--- src/rtl/lsu_pkg.sv ---
// lsu_pkg: shared load/store size encodings, load FSM states and lane-span helpers.
package lsu_pkg;
  localparam logic [1:0] SIZE_B = 2'b00;
  localparam logic [1:0] SIZE_H = 2'b01;
  localparam logic [1:0] SIZE_W = 2'b10;
  typedef enum logic [2:0] {S_IDLE, S_REQ0, S_WAIT0, S_REQ1, S_WAIT1, S_RESP, S_DRAIN} state_e;
  // Size 2'b11 is reserved and behaves as a word everywhere.
  function automatic logic spans_two_words(input logic [1:0] size, input logic [1:0] off);
    return (size == SIZE_H) ? (off == 2'd3) : (size != SIZE_B) && (off != 2'd0);
  endfunction
  function automatic logic misaligned(input logic [1:0] size, input logic [1:0] off);
    return (size == SIZE_H) ? off[0] : (size != SIZE_B) && (off != 2'd0);
  endfunction
endpackage

--- src/rtl/load_extract.sv ---
// load_extract: right-aligns the addressed lanes of {hi, lo} and sign/zero-extends to 32 bits.
module load_extract
  import lsu_pkg::*;
(
  input  logic [63:0] data_i,
  input  logic [1:0]  off_i,
  input  logic [1:0]  size_i,
  input  logic        unsigned_i,
  output logic [31:0] data_o
);
  logic [31:0] sh;
  assign sh = 32'(data_i >> {off_i, 3'b000});
  always_comb data_o = (size_i == SIZE_B) ? {{24{~unsigned_i & sh[7]}}, sh[7:0]} :
                       (size_i == SIZE_H) ? {{16{~unsigned_i & sh[15]}}, sh[15:0]} : sh;
endmodule

--- src/rtl/load_unit.sv ---
// load_unit: memory-stage load unit issuing word-aligned reads and returning aligned, extended data.
// MISALIGNED_LOAD_EN splits word-spanning loads into two reads; otherwise they raise exc_misaligned_o.
module load_unit
  import lsu_pkg::*;
(
  input  logic        clk,
  input  logic        reset_n,
  input  logic        req_valid_i,
  output logic        req_ready_o,
  input  logic [31:0] req_addr_i,
  input  logic [1:0]  req_size_i,
  input  logic        req_unsigned_i,
  input  logic [4:0]  req_rd_i,
  input  logic        flush_i,
  output logic        mem_req_valid_o,
  input  logic        mem_req_ready_i,
  output logic [31:0] mem_addr_o,
  input  logic        mem_rsp_valid_i,
  input  logic [31:0] mem_rsp_data_i,
  output logic        wb_valid_o,
  input  logic        wb_ready_i,
  output logic [31:0] wb_data_o,
  output logic [4:0]  wb_rd_o,
  output logic        exc_misaligned_o
);
  state_e      state_q;
  logic [31:0] addr_q, lo_q, hi, base, ext;
  logic [1:0]  size_q;
  logic        uns_q, exc;
  logic [4:0]  rd_q;
`ifdef MISALIGNED_LOAD_EN
  logic [31:0] hi_q;
  assign hi  = hi_q;
  assign exc = 1'b0;
`else
  logic exc_q, mis;
  assign hi  = '0;
  assign exc = exc_q;
  assign mis = misaligned(req_size_i, req_addr_i[1:0]);
`endif
  assign base             = {addr_q[31:2], 2'b00};
  assign req_ready_o      = state_q == S_IDLE;
  assign mem_req_valid_o  = state_q == S_REQ0 || state_q == S_REQ1;
  assign mem_addr_o       = (state_q == S_REQ1) ? base + 32'd4 : (state_q == S_REQ0) ? base : '0;
  assign wb_valid_o       = state_q == S_RESP;
  assign wb_data_o        = (wb_valid_o && !exc) ? ext : '0;
  assign wb_rd_o          = rd_q;
  assign exc_misaligned_o = wb_valid_o & exc;
  load_extract u_extract (
    .data_i     ({hi, lo_q}),
    .off_i      (addr_q[1:0]),
    .size_i     (size_q),
    .unsigned_i (uns_q),
    .data_o     (ext)
  );
  always_ff @(posedge clk) begin
    if (!reset_n) begin
      state_q <= S_IDLE;
      addr_q  <= '0;
      size_q  <= SIZE_B;
      uns_q   <= 1'b0;
      rd_q    <= '0;
      lo_q    <= '0;
`ifdef MISALIGNED_LOAD_EN
      hi_q    <= '0;
`else
      exc_q   <= 1'b0;
`endif
    end else if (flush_i && state_q != S_DRAIN) begin
      // An accepted memory request still owes a response that must be swallowed.
      state_q <= (state_q == S_WAIT0 || state_q == S_WAIT1 ||
                  ((state_q == S_REQ0 || state_q == S_REQ1) && mem_req_ready_i)) ? S_DRAIN : S_IDLE;
    end else begin
      case (state_q)
        S_IDLE: if (req_valid_i) begin
          addr_q <= req_addr_i;
          size_q <= req_size_i;
          uns_q  <= req_unsigned_i;
          rd_q   <= req_rd_i;
          lo_q   <= '0;
`ifdef MISALIGNED_LOAD_EN
          hi_q    <= '0;
          state_q <= S_REQ0;
`else
          exc_q   <= mis;
          state_q <= mis ? S_RESP : S_REQ0;
`endif
        end
        S_REQ0: if (mem_req_ready_i) state_q <= S_WAIT0;
        S_WAIT0: if (mem_rsp_valid_i) begin
          lo_q <= mem_rsp_data_i;
`ifdef MISALIGNED_LOAD_EN
          state_q <= spans_two_words(size_q, addr_q[1:0]) ? S_REQ1 : S_RESP;
`else
          state_q <= S_RESP;
`endif
        end
`ifdef MISALIGNED_LOAD_EN
        S_REQ1: if (mem_req_ready_i) state_q <= S_WAIT1;
        S_WAIT1: if (mem_rsp_valid_i) begin
          hi_q    <= mem_rsp_data_i;
          state_q <= S_RESP;
        end
`endif
        S_RESP: if (wb_ready_i) state_q <= S_IDLE;
        S_DRAIN: if (mem_rsp_valid_i) state_q <= S_IDLE;
        default: state_q <= S_IDLE;
      endcase
    end
  end
endmodule

--- config.mk ---
export PLATFORM = sky130hd
export DESIGN_NAME = load_unit
export DESIGN_NICKNAME = d
export VERILOG_FILES = /design/src/rtl/lsu_pkg.sv /design/src/rtl/load_extract.sv /design/src/rtl/load_unit.sv
export SDC_FILE = /design/constraint.sdc
export NUM_CORES = 1
export LEC_CHECK = 0
export BUFFER_PORTS_ARGS = -buffer_cell sky130_fd_sc_hd__buf_4
export CAP_MARGIN = 30
export CORE_MARGIN = 5
export CORE_UTILIZATION = 45
export CTS_BUF_LIST = sky130_fd_sc_hd__clkbuf_8
export DETAILED_ROUTE_END_ITERATION = 8
export GPL_ROUTABILITY_DRIVEN = 0
export MAX_ROUTING_LAYER = met4
export PLACE_DENSITY = 0.75
export REMOVE_ABC_BUFFERS = 1
export SLEW_MARGIN = 20
export SYNTH_ARGS = -nofsm -noshare
export SYNTH_HDL_FRONTEND = slang
export SYNTH_SLANG_ARGS = --single-unit
--- constraint.sdc ---
create_clock -name clk -period 1.7 [get_ports clk]
set_input_delay 0.085 -clock clk [delete_from_list [all_inputs] [get_ports clk]]
set_output_delay 0.085 -clock clk [all_outputs]
set_load 0.01 [all_outputs]
==> impl_metrics.toml, run 1 <==
[worst_setup_path]
required_ns = 1.62
crit_buf_inv = 3
cp-end-kind = "output port"
setup.worst_path.class = "flip-flop to output port"
cpPeakStageDelay_ns = 0.38
start_kind = "flip-flop"
path_delay_family = "compound AO/OA/AOI/OAI gates"
crit_slowest_cell = "dfxtp_2"
cpMostUsedCell = "buf_4"
cp.arrival_ns = 2.17
r2r_setup_slack_ns = 0.08
path_cells = "ha_4 > and4_4 > nand3_4 > buf_4 > buf_4 > o31ai_1 > a21oi_2 > buf_4"
cp_max_fo = 5

[cells_and_area]
drive_gt1_share_pct = 40.6
mostFrequentLayoutCell = "buf_4"
fin_util_pct = 76.1
multi_input_area_um2 = 3350
layout_common_cells = "buf_4, nand2_1, dfxtp_1"
final_area_um2 = 7820
syn2layout_area_growth_pct = 65.4
area.sequential_um2 = 1550
nFillCells = 632
layout.cells.non_filler = 994
antenna_cells = 0
fin_nets = 934

[yosys]
syn_area_um2 = 4730
ys_warn_count = 0
synth_cells = 614
synth_ff_type = "dfxtp_1"
ys_seq_area_share_pct = 32.2
synth_area_leaders = "dfxtp_1, nand2_1, a21boi_0, nand3_1, a21boi_1"
synth_edf_count = 0
syn_area_per_cell_um2 = 7.70
ys_types = 61
synth_largest_area_cell = "dfxtp_1"
ys_seq_elements = 76
synth_top_area_share_pct = 32.2
synth-async-reset-ratio_pct = 0

[cts]
cts_root_buffer = "clkbuf_8"
cts.path.max_buffers = 2
h-tree-depth = 3
clk_latency_ns = 0.36
clk_pin_slew_ns = 0.08
clkSinkCount = 76
cts_buffers = 9
cts_tree = "done"

[power]
vdd_drop_max_mv = 0.860
p_per_area_nw_per_um2 = 773
p_leak_nw = 3.05

[detailed_routing]
viasPerCell = 5.90
vias = 5862
firstDrtPassIters = 5
wire_per_inst_um = 18.9
drt_wl_total_um = 18800
drc = 0
drtIter0Drc = 653
final_antenna_net_count = 0

[status]
status = "complete, but fails checks"
violations = "setup timing"

[place]
placed_area_um2 = 6260
hpwl_um = 10600
dpl.cell_count = 902
portBuffers = 149
dp_slack_ns = -0.163

[floorplan]
io-pin-count = 152
start_util_pct = 46.0
dieHeight_um = 112
die_w_um = 112
die-area_um2 = 12700
core_um2 = 10300
rows = 37

[global_routing]
grt_pass1_vias = 5522
grt.met1_usage_pct = 31.0
track_usage_pct = 26.1
antenna_found_initial = 0
grt_util_met2_pct = 44.2
grt_max_degree = 48
grtUsageMet3_pct = 4.10
overflow = 0
grt-busiest-layer = "met2"
grt_pass1_wl_um = 26800

[sta]
setup_tns_ns = -16.90
rsz0062_at_grt = "true"
fmax_mhz = 444
min_period_ns = 2.25
drv_slew = 0
min_period_over_period_pct = 133
layout_setup_ws_ns = -0.554
finalClockSkew_ns = 0.00782
hold_violations = 0
setup_violations = 51

[run]
maxCapViolCount = 0

[min_path]
min_path_type = "primary input to flip-flop"
## layer usage
metal / share of wire, % / up-vias
li1: - / 2662
met1: 38 / 2734
met2: 49 / 372
met3: 8.2 / 94
met4: 4.6 / 0
met5: 0 / -
## flip-flops by register name, indices dropped and copies added (netlist names)
signal   count
state_q      3
size_q       2
wb_rd_o      5
lo_q        32
exc          1
addr_q      32
uns_q        1
## layout make-up
type,count,share of cell area (%)
Tap cell,136,2.18
Sequential cell,76,19.8
Clock buffer,10,1.76
Clock inverter,5,0.688
Multi-Input combinational cell,477,42.9
Timing Repair Buffer,284,32.4
Inverter,6,0.288
## worst paths after layout
| path | startpoint | end | depth (start not counted) |
|---|---|---|---|
| setup reg to reg | state_q[1]$_SDFFE_PN0P_ | lo_q[16]$_SDFFE_PN0P_ | 6 |
| setup / recovery | addr_q[3]$_SDFFE_PN0P_ | mem_addr_o[28] | 8 |
| hold reg to reg | lo_q[1]$_SDFFE_PN0P_ | lo_q[1]$_SDFFE_PN0P_ | 2 |
| hold / removal | mem_rsp_data_i[25] | lo_q[25]$_SDFFE_PN0P_ | 3 |
## what timing repair did
action	4_1_cts	5_1_grt
gates resized for setup	100	65
gates cloned	2	3
endpoints found under the hold margin	56	0
buffers inserted	10	7
pin swaps	34	32
endpoints found under the setup margin	55	87
hold buffers	56	0
## power breakdown
group          internal (mW)  switching, mW  leakage, nW  total [mW]
Clock                  0.703          0.700       0.0956        1.40
Sequential              1.98          0.186        0.625        2.16
Combinational           1.12           1.35         2.33        2.47
Total                   3.80           2.24         3.05        6.04
## Yosys cell counts, types with 3 or more instances
master,number
a211oi_1,16
a21boi_0,44
a21boi_1,28
a21o_1,9
a21oi_1,26
a31oi_1,3
and3_1,4
and4_1,7
buf_1,4
buf_2,12
buf_6,3
clkbuf_1,36
dfxtp_1,76
inv_1,6
mux2i_1,17
nand2_1,134
nand2b_1,4
nand3_1,43
nand3b_1,4
nand4_1,7
nor2_1,16
nor2b_1,10
nor3_1,3
nor3b_1,4
o211ai_1,3
o21ai_0,18
o22a_1,7
o31ai_1,9
or3_1,4
or4_1,9
xnor2_1,4
xor2_1,7
## metrics by stage
step	hold WS [ns]	power [mW]
after detailed placement	0.358	4.12
final	0.00127	6.04
after global routing	-0.00321	6.32
after CTS	0.000145	5.72
after global placement	0.349	4.06
after floorplan	0.161	3.14
## kinds of logic after synthesis
logic type	count (synthesis)	share of synthesized area, %
xor+xnor	11	2.04
mux	20	4.55
other cells	1	0.0794
compound gates	172	25.5
fa+ha+maj	1	0.265
buf+inv	65	6.75
simple gates	268	28.6
flops	76	32.2
## worst reg2reg max path: stages, from the launching register on
cell      delay [ns]
dfxtp_4         0.38
buf_4           0.22
mux2_2          0.37
and2_1          0.19
buf_12          0.17
nand3_1         0.11
a21boi_0        0.08
Power figures use the tool's default switching activity.
==> inputs of run 2 (changes only) <==
CORE_MARGIN = 1   (was 5)
PLACE_DENSITY = 0.74   (was 0.75)
SYNTH_HIERARCHICAL = 1   (was default)
==> run 2 against run 1 <==
Against the previous run: the flow finishes with violations (hold timing, setup timing); global-route usage rose by 9.1 points; sequential share of layout area shrank 4.7 points; routed wire length increased by 79%; critical path depth fell by 2; largest cell class unchanged.
==> impl_metrics.toml, run 2 <==
[min_path]
worstHoldStart = "mem_rsp_data_i[6]"
whs_endpoint = "lo_q[6]$_SDFFE_PN0P_"
min_path_type = "primary input to flip-flop"
whs_path_depth = 3

[worst_setup_path]
cp-end-kind = "output port"
r2r_setup_slack_ns = -0.48
cpPeakStageDelay_ns = 0.43
r2r_end = "addr_q[1]$_SDFFE_PN0P_"
path_delay_family = "simple AND/OR/NAND/NOR gates"
setup.worst_path.class = "flip-flop to output port"
r2r_cells = 10
path_cells = "and4_4 > nand4_4 > buf_6 > or4_4 > a21oi_2 > buf_4"
cp_max_fo = 7
reg2reg_from = "state_q[1]$_SDFFE_PN0P_"
required_ns = 1.62
crit_slowest_cell = "or4_4"
crit_buf_inv = 2
start_kind = "flip-flop"
cp.arrival_ns = 2.35

[yosys]
syn_area_per_cell_um2 = 7.92
synth_largest_area_cell = "dfxtp_1"
synth_cells = 643
syn_area_um2 = 5090
synth_ff_type = "dfxtp_1"
synth_edf_count = 0
ys_seq_area_share_pct = 29.9
synth_common_cells = "nand2_1, a21oi_1, dfxtp_1, nand3_1, and2_1"
ys_seq_elements = 76
ys_warn_count = 6
synth_area_leaders = "dfxtp_1, mux4_2, nand2_1, a21oi_1, and2_1"
synth.most_common_cell = "nand2_1"
synth-async-reset-ratio_pct = 0
synth_top_area_share_pct = 29.9
ys_types = 53

[cts]
clk_latency_ns = 0.39
clk_pin_slew_ns = 0.09
cts.path.max_buffers = 2
cts_root_buffer = "clkbuf_8"
cts_tree = "done"
cts_buffers = 9
clkSinkCount = 76
h-tree-depth = 3

[cells_and_area]
syn2layout_area_growth_pct = 105
layout.cells.non_filler = 1156
mostFrequentLayoutCell = "buf_4"
drive_gt1_share_pct = 65.2
layout_common_cells = "buf_4, a21oi_2, dlygate4sd3_1"
fin_util_pct = 95.7
fin_nets = 1087

[power]
p_per_area_nw_per_um2 = 691
p_leak_nw = 4.18
clock_power_share_pct = 22.2
combPwrFrac_pct = 48.5
total_power_mw = 7.23
internal-power_mw = 4.30
vdd_drop_max_mv = 0.607
p_sw_mw = 2.93
p_sw_share_pct = 40.5
power_frac_seq_pct = 29.3

[global_routing]
grt_max_degree = 38
overflow = 0
antenna_found_initial = 4
grt_pass1_wl_um = 31200
grt_pass1_vias = 6504
track_usage_pct = 35.2

[floorplan]
io-pin-count = 152
die_w_um = 108
die-area_um2 = 11700
start_util_pct = 46.6
dieHeight_um = 108
rows = 38
core_um2 = 10900

[run]
maxCapViolCount = 0

[sta]
drv_slew = 0
hold_violations = 1
slew_headroom_pct = 52.0
fmax_mhz = 410
finalClockSkew_ns = 0.0128
rsz0062_at_grt = "true"
whs_ns = -0.00733
setup_violations = 140
min_period_ns = 2.44
worst_pin_slew_ns = 0.714
min_period_over_period_pct = 143
layout_setup_ws_ns = -0.737

[detailed_routing]
final_antenna_net_count = 0
drc = 0
viasPerCell = 6.92
vias = 7996
wire_per_inst_um = 29.1
firstDrtPassIters = 6
drtIter0Drc = 1091
drt_wl_total_um = 33600

[place]
portBuffers = 149
dpl.cell_count = 989
dp_slack_ns = -0.237
hpwl_um = 11100

[status]
violations = "hold timing, setup timing"
status = "complete, but fails checks"
run 2: cell count changes in the layout (fill, tap and decap cells not counted), sizes merged, moves of 16 or more:
cell,delta
a21boi,-72
a21oi,+67
buf,+58
conb,+49
and2,+33
mux4,+33
a211oi,-16
run 2: kinds of logic after synthesis:
| kind of cell | after synthesis | synth area share, % |
|---|---|---|
| AO/OA/AOI/OAI | 145 | 15.7 |
| XOR/XNOR | 12 | 2.06 |
| adder cells (fa/ha/maj) | 1 | 0.246 |
| buffers and inverters | 72 | 6.88 |
| flip-flops | 76 | 29.9 |
| multiplexers | 37 | 16.0 |
| other | 1 | 0.0736 |
| AND/OR/NAND/NOR | 299 | 29.2 |
run 2: cell type report:
cell class / instances / area [um^2]
inverters: 8 / 30.0
well taps: 140 / 175
flip-flops and latches: 76 / 1580
clock buffers: 11 / 151
multi-input cells: 547 / 4850
fillers: 239 / 474
clock inverters: 5 / 58.8
diodes: 4 / 10.0
repair buffers: 365 / 3600
run 2: worst max-delay path by stage:
stage | startpoint | to | cells past startpoint
after detailed placement | addr_q[2]$_SDFFE_PN0P_ | mem_addr_o[28] | 6
after global placement | addr_q[2]$_SDFFE_PN0P_ | mem_addr_o[28] | 6
final | state_q[1]$_SDFFE_PN0P_ | mem_addr_o[17] | 6
after floorplan | addr_q[0]$_SDFFE_PN0P_ | wb_data_o[10] | 4
after global routing | addr_q[14]$_SDFFE_PN0P_ | mem_addr_o[29] | 7
after CTS | size_q[0]$_SDFFE_PN0P_ | wb_data_o[29] | 6
run 2: stage by stage:
step                instance area [um^2]  TNS [ns]  hold slack [ns]
floorplan                           4960    -58.72            0.213
global placement                    6920     -2.40            0.333
detailed placement                  6920     -4.16            0.344
CTS                                 8790    -17.60         0.000407
global route                       10500    -46.49          -0.0199
finish                             10500    -42.69         -0.00733
run 2: routing by layer:
layer,GRT usage (%),share of wire [%]
met2,62.6,44
met5,-,0
met3,5.91,15
met4,17.7,11
met1,37.6,30
run 2: power by group through the flow:
stage / logic, mW / registers, mW / clock network [mW]
floorplan: 0.712 / 2.16 / 0
global placement: 1.58 / 2.06 / 0
detailed placement: 1.62 / 2.08 / 0
CTS: 2.09 / 2.06 / 1.50
global route: 3.58 / 2.12 / 1.67
finish: 3.51 / 2.12 / 1.60
run 2: worst reg2reg max path, stage by stage (launching register included):
cell,delay [ns]
dfxtp_2,0.36
buf_6,0.13
buf_6,0.12
buf_8,0.13
buf_6,0.12
nor3_4,0.26
buf_6,0.16
nand3_4,0.22
buf_6,0.23
nand2_1,0.18
a21oi_1,0.13
run 2: what timing repair did:
item,4_1_cts,5_1_grt
resized for setup,170,313
endpoints found under the hold margin,62,8
endpoints found under the setup margin,72,137
hold buffers,61,8
pin swaps,55,147
buffers inserted,39,27
cloned,7,19
